<file path="src/rtl/router_input_unit.sv">
// router_input_unit: NoC input port with flit FIFO, XY routing and request/grant forwarding
module router_input_unit #(
  parameter int FlitWidth = 34,
  parameter int Depth     = 4,
  parameter int XWidth    = 3,
  parameter int YWidth    = 3
) (
  input  logic                 clk,
  input  logic                 rst,
  input  logic [XWidth-1:0]    position_x,
  input  logic [YWidth-1:0]    position_y,
  input  logic [FlitWidth-1:0] in_data,
  input  logic                 in_valid,
  output logic                 in_ready,
  output logic [4:0]           request,
  input  logic [4:0]           grant,
  input  logic [4:0]           out_ready,
  output logic [FlitWidth-1:0] out_data,
  output logic                 forwarding_head,
  output logic                 forwarding_tail,
  output logic                 protocol_error
);
  localparam int AW = $clog2(Depth);
  localparam logic WAIT_HEAD = 1'b0;
  localparam logic IN_PACKET = 1'b1;
  logic [FlitWidth-1:0] mem_q [Depth];
  logic [AW:0] wr_ptr_q, wr_ptr_d, rd_ptr_q, rd_ptr_d;
  logic state_q, state_d;
  logic [4:0] route_q, route_d, route;
  logic perr_q, perr_d;
  logic empty, full, push, pop, fire, drop, is_head, is_tail;
  logic [XWidth-1:0] dest_x;
  logic [YWidth-1:0] dest_y;
  assign empty    = wr_ptr_q == rd_ptr_q;
  assign full     = (wr_ptr_q[AW] != rd_ptr_q[AW]) && (wr_ptr_q[AW-1:0] == rd_ptr_q[AW-1:0]);
  assign in_ready = ~full;
  assign push     = in_valid & ~full;
  assign out_data = mem_q[rd_ptr_q[AW-1:0]];
  assign is_head  = out_data[FlitWidth-1];
  assign is_tail  = out_data[FlitWidth-2];
  assign dest_x   = out_data[XWidth-1:0];
  assign dest_y   = out_data[XWidth+YWidth-1:XWidth];
  assign protocol_error = perr_q;
  // XY route of the flit currently at the FIFO head
  always_comb begin
    route = dest_x > position_x ? 5'b01000 :
            dest_x < position_x ? 5'b00100 :
            dest_y > position_y ? 5'b00010 :
            dest_y < position_y ? 5'b00001 : 5'b10000;
  end
  // FIFO storage; contents need no reset since pointers gate visibility
  always_ff @(posedge clk) begin
    if (push) mem_q[wr_ptr_q[AW-1:0]] <= in_data;
  end
  // state register: FSM state, pointers, latched route and sticky error
  always_ff @(posedge clk or negedge rst) begin
    if (!rst) begin
      state_q  <= WAIT_HEAD;
      wr_ptr_q <= '0;
      rd_ptr_q <= '0;
      route_q  <= '0;
      perr_q   <= 1'b0;
    end else begin
      state_q  <= state_d;
      wr_ptr_q <= wr_ptr_d;
      rd_ptr_q <= rd_ptr_d;
      route_q  <= route_d;
      perr_q   <= perr_d;
    end
  end
  // next-state: packet framing, pointer advance, route latch on head fire
  always_comb begin
    state_d  = state_q;
    route_d  = route_q;
    wr_ptr_d = push ? wr_ptr_q + {{AW{1'b0}}, 1'b1} : wr_ptr_q;
    rd_ptr_d = pop ? rd_ptr_q + {{AW{1'b0}}, 1'b1} : rd_ptr_q;
    perr_d   = perr_q | drop;
    if (state_q == WAIT_HEAD && fire && !is_tail) begin
      state_d = IN_PACKET;
      route_d = route;
    end else if (state_q == IN_PACKET && fire && is_tail) begin
      state_d = WAIT_HEAD;
    end
  end
  // outputs: request held at route_q mid-packet, stray body flits dropped while waiting for a head
  always_comb begin
    request = state_q == IN_PACKET ? route_q : (!empty && is_head) ? route : 5'b0;
    fire    = !empty && |(request & grant & out_ready);
    drop    = state_q == WAIT_HEAD && !empty && !is_head;
    pop     = fire | drop;
    forwarding_head = fire && is_head && state_q == WAIT_HEAD;
    forwarding_tail = fire && is_tail;
  end
endmodule

</file>
<file path="config.mk">
export PLATFORM = sky130hd
export DESIGN_NAME = router_input_unit
export DESIGN_NICKNAME = d
export VERILOG_FILES = /design/src/rtl/router_input_unit.sv
export SDC_FILE = /design/constraint.sdc
export NUM_CORES = 1
export LEC_CHECK = 0
export CELL_PAD_IN_SITES_DETAIL_PLACEMENT = 0
export CELL_PAD_IN_SITES_GLOBAL_PLACEMENT = 2
export CORE_MARGIN = 2
export CORE_UTILIZATION = 42
export CTS_BUF_LIST = sky130_fd_sc_hd__clkbuf_4
export DETAILED_ROUTE_END_ITERATION = 6
export PLACE_DENSITY = 0.83
export SYNTH_ARGS = -nofsm -noshare
export SYNTH_HDL_FRONTEND = slang
export SYNTH_SLANG_ARGS = --single-unit
</file>
<file path="constraint.sdc">
create_clock -name clk -period 3.6 [get_ports clk]
set_input_delay 0.72 -clock clk [delete_from_list [all_inputs] [get_ports clk]]
set_output_delay 0.72 -clock clk [all_outputs]
set_load 0.02 [all_outputs]
</file>
Word level (Yosys, flattened, before mapping)
Memory sizes are Yosys's and may differ from the RTL's.
Index checks and enable logic that the tools add are counted.
Widths: inputs -> output; s select.
Storage, ports and cells
  flip-flop bits (word level): 13
  RAM bits: 136
  input bits: 53
  output and inout bits: 43
  logic and storage cells: 49
  memories kept: 1
Memory list
  mem_q: depth 4, bits a word 34, rd ports 1, clocked after memory_dff 0, wr ports 1, line 26  | logic [FlitWidth-1:0] mem_q [Depth];
Cells by class
  add/subtract/negate cells: 2
  magnitude comparators: 4
  equal/unequal tests: 3
  mux-type cells: 10
  bitwise operators: 7
  reduce and logical (&&, ||, !) cells: 17
Operators with widths (number)
  $mux 5: 6
  $logic_and 1x1->1: 12
  $and 5x5->5: 2
  $add 3x1->3 const B: 2
  $gt 3x3->1: 2
  $lt 3x3->1: 2
  $reduce_or 5->1: 1
  $mux 1: 4
  $eq 3x3->1: 1
  $logic_not 1->1: 3
  $eq 2x2->1: 1
  $not 1->1: 2
  $or 1x1->1: 2
  $reduce_bool 2->1: 1
  $and 1x1->1: 1
  $ne 1x1->1: 1

Depth between registers and ports, before layout
Gate-level depths: netlist (run 1).
An unclocked memory read counts as a cell.
  depth in word-level cells: 16
  depth in mapped cells: 10
  gate-level depth less buffers: 9

Worst setup path after synthesis (run 1)
Ideal clock, no wire load.
  kind: reg-to-output
  start: register rd_ptr_q[0]
  end: output port forwarding_tail
  arrival time: 3.059 ns
  required time: 2.880 ns
  slack: -0.179 ns
  stages on the path, launching flop included: 11
  buffers on the path: 2
  path through: dfrtp_1 buf_6 buf_2 mux4_2 ha_1 nand2_1 o21ai_2 mux2_1 a31oi_4 a21oi_1 nor2_1
Between the ends
  elaborated cells between the ends (all ways): 19
  classes of those cells: order compare (4); eq/ne (1); mux (6); bitwise (2); reduce/logical (5); memory (1)
RTL lines
  from (decl): line 27  | logic [AW:0] wr_ptr_q, wr_ptr_d, rd_ptr_q, rd_ptr_d;
  from (signal assigned): line 66  | rd_ptr_q <= rd_ptr_d;
  $mem_v2 4x34 (*)
  via out_data[2]: line 18  | output logic [FlitWidth-1:0] out_data,
  $lt 3x3->1: line 47  | dest_x < position_x ? 5'b00100 :
  $mux 5: line 47
  $mux 5 (*): line 46  | route = dest_x > position_x ? 5'b01000 :
  $mux 5 (*) (2 in series): line 87  | request = state_q == IN_PACKET ? route_q : (!empty && is_head) ? route : 5'b0;
  $and 5x5->5 (*) (2 in series): line 88  | fire = !empty && |(request & grant & out_ready);
  $reduce_or 5->1 (*): line 88
  $logic_and 1x1->1 (*): line 88
  $logic_and 1x1->1 (*): line 92  | forwarding_tail = fire && is_tail;
  to (decl): line 20  | output logic forwarding_tail,
Mark *: on every way through the listed nets, which the timed path passes. The rest lies on a longest branch.

Worst setup path after layout (run 1)
  start: register rd_ptr_q[0]
  end: output port forwarding_tail
Between the ends
  word-level cells in the longest chain between the ends: 13
  elaborated cells between the ends (all ways): 19
  classes of those cells: order compare (4); eq/ne (1); mux (6); bitwise (2); reduce/logical (5); memory (1)
RTL lines
  $mem_v2 4x34
  $lt 3x3->1: line 49  | dest_y < position_y ? 5'b00001 : 5'b10000;
  $mux 5: line 49
  $mux 5: line 48  | dest_y > position_y ? 5'b00010 :
  $mux 5: line 47
  $mux 5: line 46
  $mux 5 (2 in series): line 87
  $and 5x5->5 (2 in series): line 88
  $reduce_or 5->1: line 88
  $logic_and 1x1->1: line 88
  $logic_and 1x1->1 (*): line 92
Mark *: on every way between the ends. The rest lies on a longest branch, timed or not.

==> summary.md, run 1 <==
| Metric | Value |
|---|---|
| Run status | finished, violations left |
| Violated checks | negative setup slack |
| Hold/Removal Path Class | flop to flop |
| Worst-path clk slew | between 0.1 and 0.15 ns |
| Grt ovf | 0 |
| Setup TNS | -0.0927 ns |
| R2r startpoint | rd_ptr_q[0] |
| Clock sink count | roughly 150 |
| Filler cells | ~1100 |
| Critical Path AT | 2.96 ns |
| Internal | about 4.4 mW |
| Logic pwr share | 0.473 |
| Core ar. | 0.0139 mm^2 |
| Setup slack, reg-to-reg | approximately 0.63 ns |
| CP endpoint | forwarding_tail |
| Critical path type | flop to output pin |
| Peak supply drop | 405 uV |
| Design area | 0.00777 mm^2 |
| Clock latency on the worst-skew pair | 0.51 ns |
| Top post-synthesis cells by area | edfxtp_1 (68%), mux4_2 (13%), dfrtp_1 (5.5%) |
| Mapped Nets | 357 |
| IO Pins | 96 |
| DRT Pass-1 Iters | 5 |
| Leading cell type in the layout, fill and taps excluded | edfxtp_1 |
| Hold Violations, Final | 0 |
| Prevailing post-synth register cell | edfxtp_1 |
| Dpl ws | -0.273 ns |
| RR Endpoint | rd_ptr_q[1] |
| CTS Buf Count | 17 |
| Core Rows | 43 |
| CP Capture Type | output pin |
| Power Dens Cells | 869 mW/mm^2 |
| Setup WS post-layout | -0.0774 ns |
| Mapped cell area | between 0.005 and 0.006 mm^2 |
| Via density | approximately 5.2 |
| Worst path most repeated cell | buf_6 |
| First-pass GRT wire length | around 18000 um |
| Cell taking the most area after synthesis | edfxtp_1 |
| Mapped Cells | about 290 |
| Tcrit/Tclk final | 1.02 |
| Clock Tree Buf Depth | 2 |
| Library cells used by synthesis | 41 |
| Leakage | 2.70 nW |
| Starting Density | 0.430 |
| Ant. Diodes | 0 |
| Sequential-to-total area share from yosys stat | 0.739 |
| Syn Area/Cell | 20.4 um^2 |
| CTS tree | done |
| Area Overhead vs Synth | 30.2% |
| Register Area | about 0.0044 mm^2 |
| Die area | 0.0152 mm^2 |
| RSZ-0062 raised after global routing | yes |
| Relative slew slack | 0.555 |
| Sw power | 2.35 mW |
| Yosys top cell area share | 0.685 |
| Final wirelength | 11700 um |
| Input/output buffers | 95 |
| CP Cell Sequence | buf_12 -> buf_6 -> mux4_2 -> inv_2 -> ha_1 -> nand3_2 -> a21boi_2 -> nand4_1 -> a31oi_4 -> a21oi_2 -> nor2_2 -> buf_6 |
| Highest Clock Rate | 272 MHz |
| Die height | 123 um |
| Drt initial violations | 116 |
| Post-DP HPWL | roughly 7600 um |
| Max Cap Viol | 0 |
| EDFF count, synth | 136 |
| Finished Core Util | 0.560 |
| Post-synth ARST share | 0.0872 |
| Layout net count | around 490 |
| Crit path launch type | flop |
| Clock skew | 0.0165 ns |
| Post-DRT Antenna Nets | 0 |
| Worst path top cell family by delay | multiplexers |
| CTS root buf | clkbuf_4 |
| Area of the multi-input gates | 0.00155 mm^2 |
| Vias in the first global route | around 3300 |
| Req. time, crit path | 2.88 ns |
| Via count | 3239 |
| Worst Tran Pin Value | 0.667 ns |
| Layout cell share with drive strength beyond 1 | 0.299 |
| Fin crit period | 3.68 ns |
| Slowest CP cell | mux4_2 |
| Final hold slack | 0.479 ns |
| Total GRT Usage | 0.159 |
| Max incr delay on CP | between 0.5 and 0.6 ns |
| Largest net degree at the start of global routing | 24 |
| Ys Warns | 0 |
| Crit path from | rd_ptr_q[0] |
| # DRC | 0 |
| Final setup fails | 2 |
| Clock Power Share | 0.158 |
| Gpl congestion | approximately 0.95 |
| Drt wl/cell | 18.8 um |
| Critical Path Stages | 12 |
| Die width | 123 um |
| H-tree depth | 4 |
| Initial antenna violation count | 0 |
| CP bufs+invs | 4 |
| Sequential share of power | 0.369 |
| Placement Cell Area | ~0.0073 mm^2 |
| Worst Reg2Reg Path Length in Cells | 11 |
| Slew Viols, Final | 0 |
| Maximum fanout along the worst path | 6 |
| Switching part of the total | 0.349 |
| Most frequent cells in the layout | edfxtp_1 (136), clkdlybuf4s50_1 (88), mux4_2 (34) |
| Yosys reg bits | between 100 and 150 |
[power groups by stage]
stage	registers, mW	logic [mW]	clock network [mW]
final	2.49	3.19	1.07
after global routing	2.53	3.40	1.18
after CTS	2.49	3.08	1.11
after detailed placement	2.56	2.94	0
after global placement	2.53	2.94	0
after floorplan	2.46	1.81	0
[flip-flops by register name, indices dropped and copies added (netlist names)]
register / count
mem_q: 136
state_q: 1
route_q: 5
wr_ptr_q: 3
protocol_error: 1
rd_ptr_q: 3
[area by class of cell]
type	count	share of cell area
clock inverter	14	0.0226
sequential	149	0.568
tap	180	0.0290
inverter	13	0.00628
multi-input combinational	122	0.200
timing repair buffer	125	0.157
clock buffer	18	0.0174
[worst min-delay path by stage]
stage,cells past startpoint,slack [ns],end,start
2_1_floorplan,0,0.42,protocol_error,rst
3_3_place_gp,2,0.47,protocol_error,protocol_error
3_5_place_dp,2,0.45,protocol_error,protocol_error
4_1_cts,2,0.48,protocol_error,protocol_error
5_1_grt,2,0.50,protocol_error,protocol_error
6_report,2,0.48,protocol_error,protocol_error
[per-stage QoR]
stage | std cells | total power [mW]
after global placement | 577 | 5.47
final | 621 | 6.75
after CTS | 613 | 6.68
after floorplan | 293 | 4.27
after global routing | 621 | 7.11
after detailed placement | 577 | 5.50
[routing by layer]
| metal | vias to the layer above | share of wire | global-route usage |
|---|---|---|---|
| met2 | 121 | 0.49 | 0.252 |
| met5 | - | 0 | 0 |
| met3 | 17 | 0.072 | 0.0507 |
| met4 | 0 | 0.013 | 0.0469 |
| met1 | 1631 | 0.42 | 0.212 |
| li1 | 1470 | - | - |
[tightest hold or removal path, delay by kind of cell (launching register included)]
family,cells,cell delay [ns]
flops,1,0.36
compound gates,1,0.05
buf+inv,1,0.04
[synthesized netlist by cell type (2+ instances only)]
master / instances
mux4_2: 34
mux2_4: 2
buf_2: 3
and3_1: 6
clkbuf_1: 4
dfrtp_1: 13
inv_1: 13
xor2_1: 2
o21ai_0: 4
nand3_1: 9
nor2_1: 4
mux2i_1: 4
edfxtp_1: 136
nand3b_1: 2
nor3_1: 2
xnor2_1: 5
mux2_1: 2
a21oi_2: 2
nand2_1: 11
a21oi_1: 3
o21ai_2: 2
ha_1: 11
[cells by family after synthesis]
kind of cell             after synthesis  synth area share
AND/OR/NAND/NOR                       40            0.0388
AO/OA/AOI/OAI                         22            0.0283
adder cells (fa/ha/maj)               11            0.0231
XOR/XNOR                               7            0.0103
buffers and inverters                 22            0.0164
multiplexers                          42             0.144
flip-flops                           149             0.739
[timing repair]
item,CTS,global route
buffers inserted,4,8
hold buffers,0,0
cloned,0,0
gates resized for setup,38,18
pin swaps,3,8
endpoints found under the setup margin,7,6
Power figures use the tool's default switching activity.
==> run 2: changes to the inputs <==
- PLACE_DENSITY: 0.83 -> unset
- PLACE_DENSITY_LB_ADDON: unset -> 0.1
==> summary.md, run 2 (synthesis gave the netlist of run 1 again) <==
| Metric | Value |
|---|---|
| Leading cell type in the layout, fill and taps excluded | edfxtp_1 |
| Relative slew slack | 0.589 |
| Layout net count | between 500 and 600 |
| Highest Clock Rate | between 200 and 300 MHz |
| Final wirelength | 11800 um |
| Non-Filler Instances | 632 |
| Starting Density | 0.430 |
| Area Overhead vs Synth | 30.7% |
| Initial antenna violation count | 1 |
| Crit path launch type | flop |
| Setup TNS | -0.130 ns |
| IO Pins | 96 |
| Critical Path AT | 2.95 ns |
| Drt initial violations | 187 |
| CTS Buf Count | 17 |
| Worst-path clk slew | approximately 0.12 ns |
| Maximum fanout along the worst path | 5 |
| Grt ovf | 0 |
| Clock Tree Buf Depth | 2 |
| Gpl congestion | 0.821 |
| Most frequent cells in the layout | edfxtp_1 (136), clkdlybuf4s50_1 (86), buf_4 (40) |
| # DRC | 0 |
| Drt wl/cell | 18.6 um |
| CTS root buf | clkbuf_4 |
| Layout cell share with drive strength beyond 1 | 0.317 |
| Max FFs per register | 136 |
| Run status | finished, violations left |
| Power Dens Cells | 855 mW/mm^2 |
| Final hold slack | between 0.4 and 0.5 ns |
| Post-DP HPWL | 7580 um |
| Peak supply drop | 314 uV |
| Final setup fails | 2 |
| CP Capture Type | output pin |
| Req. time, crit path | around 2.9 ns |
| Max Cap Viol | 0 |
| Core ar. | 0.0139 mm^2 |
| Tcrit/Tclk final | 1.02 |
| Fin crit period | around 3.7 ns |
| Leakage | 2.75 nW |
| Hold Violations, Final | 0 |
| First-pass GRT wire length | 17800 um |
| Slew Viols, Final | 0 |
| CTS Hold Bufs | 0 |
| Die height | 123 um |
| R2r startpoint | rd_ptr_q[0] |
| DRT Pass-1 Iters | 4 |
| Clock latency on the worst-skew pair | 0.52 ns |
| CTS tree | done |
| Worst Tran Pin Value | slightly above 0.6 ns |
| Largest net degree at the start of global routing | 35 |
| Finished Core Util | 0.562 |
| Core Rows | 43 |
| Critical path type | flop to output pin |
| Hold/Removal Path Class | flop to flop |
| Vias in the first global route | 3349 |
| Violated checks | negative setup slack |
| RSZ-0062 raised after global routing | yes |
| Crit path from | rd_ptr_q[0] |
| Via count | 3194 |
| Clock sink count | 149 |
| Die width | roughly 120 um |
| Clock skew | 0.0191 ns |
| Setup WS post-layout | -0.0716 ns |
| Post-DRT Antenna Nets | 0 |
| Die area | about 0.015 mm^2 |
| Total GRT Usage | 0.163 |
| Power Total | 6.67 mW |
| Via density | slightly above 5 |
| H-tree depth | 4 |
| Placed cell count | 588 |
| Min-delay src | protocol_error |
| Input/output buffers | 95 |
run 2: changes by cell type in the layout (fill, tap and decap cells not counted), sizes merged:
cell and change:
clkinvlp -1, bufinv -2, diode +1, buf +9, inv -3, clkinv +7, dlymetal6s2s +2, clkdlybuf4s50 -2
run 2: critical path, stage by stage, from the launching register on:
cell     delay (ns)
dfrtp_2        0.41
buf_12         0.13
mux4_2         0.54
ha_4           0.32
nand2_1        0.07
o21ai_2        0.17
mux2_4         0.34
a31oi_4        0.16
a21oi_2        0.05
nor2_2         0.13
buf_6          0.12
run 2: repair_timing:
action,4_1_cts,5_1_grt
buffers inserted,7,3
endpoints found under the setup margin,7,7
cloned,0,1
pin swaps,4,6
gates resized for setup,41,21
run 2: final cells by class:
cell class	instances	area (um^2)
Inverter	13	48.8
Clock buffer	17	128
Clock inverter	15	115
Antenna cell	1	2.50
Fill cell	1123	6080
Sequential cell	149	4410
Timing Repair Buffer	135	1280
Tap cell	180	225
Multi-Input combinational cell	122	1590
run 2: layer usage:
layer / track usage / share of wire / vias to the layer above
met4: 0.0696 / 0.0062 / 0
met3: 0.0498 / 0.055 / 4
met2: 0.262 / 0.50 / 80
met5: 0 / 0 / -
met1: 0.207 / 0.44 / 1620
li1: - / - / 1490
run 2: power breakdown:
group / internal [mW] / leakage (nW) / switching [mW] / total [mW]
registers: 2.34 / 1.40 / 0.153 / 2.49
clock network: 0.334 / 0.140 / 0.563 / 0.896
logic: 1.65 / 1.21 / 1.63 / 3.28
run 2: metrics by stage:
stage / cell area, um^2 / setup WS, ns
final: 7800 / -0.0716
after global routing: 7800 / -0.228
after global placement: 7330 / -0.254
after CTS: 7670 / -0.186
after floorplan: 5970 / 0.0235
after detailed placement: 7330 / -0.292
run 2: path summary, 6_finish.rpt:
check | to | slack [ns] | depth (start not counted)
worst min-delay path | protocol_error | 0.48 | 2
worst max-delay path | forwarding_tail | -0.07 | 10
max in group asynchronous | rd_ptr_q[0] | 2.58 | 1
worst min register to register | protocol_error | 0.48 | 2
min in group asynchronous | rd_ptr_q[2] | 0.57 | 1
worst max register to register | rd_ptr_q[1] | 0.68 | 10
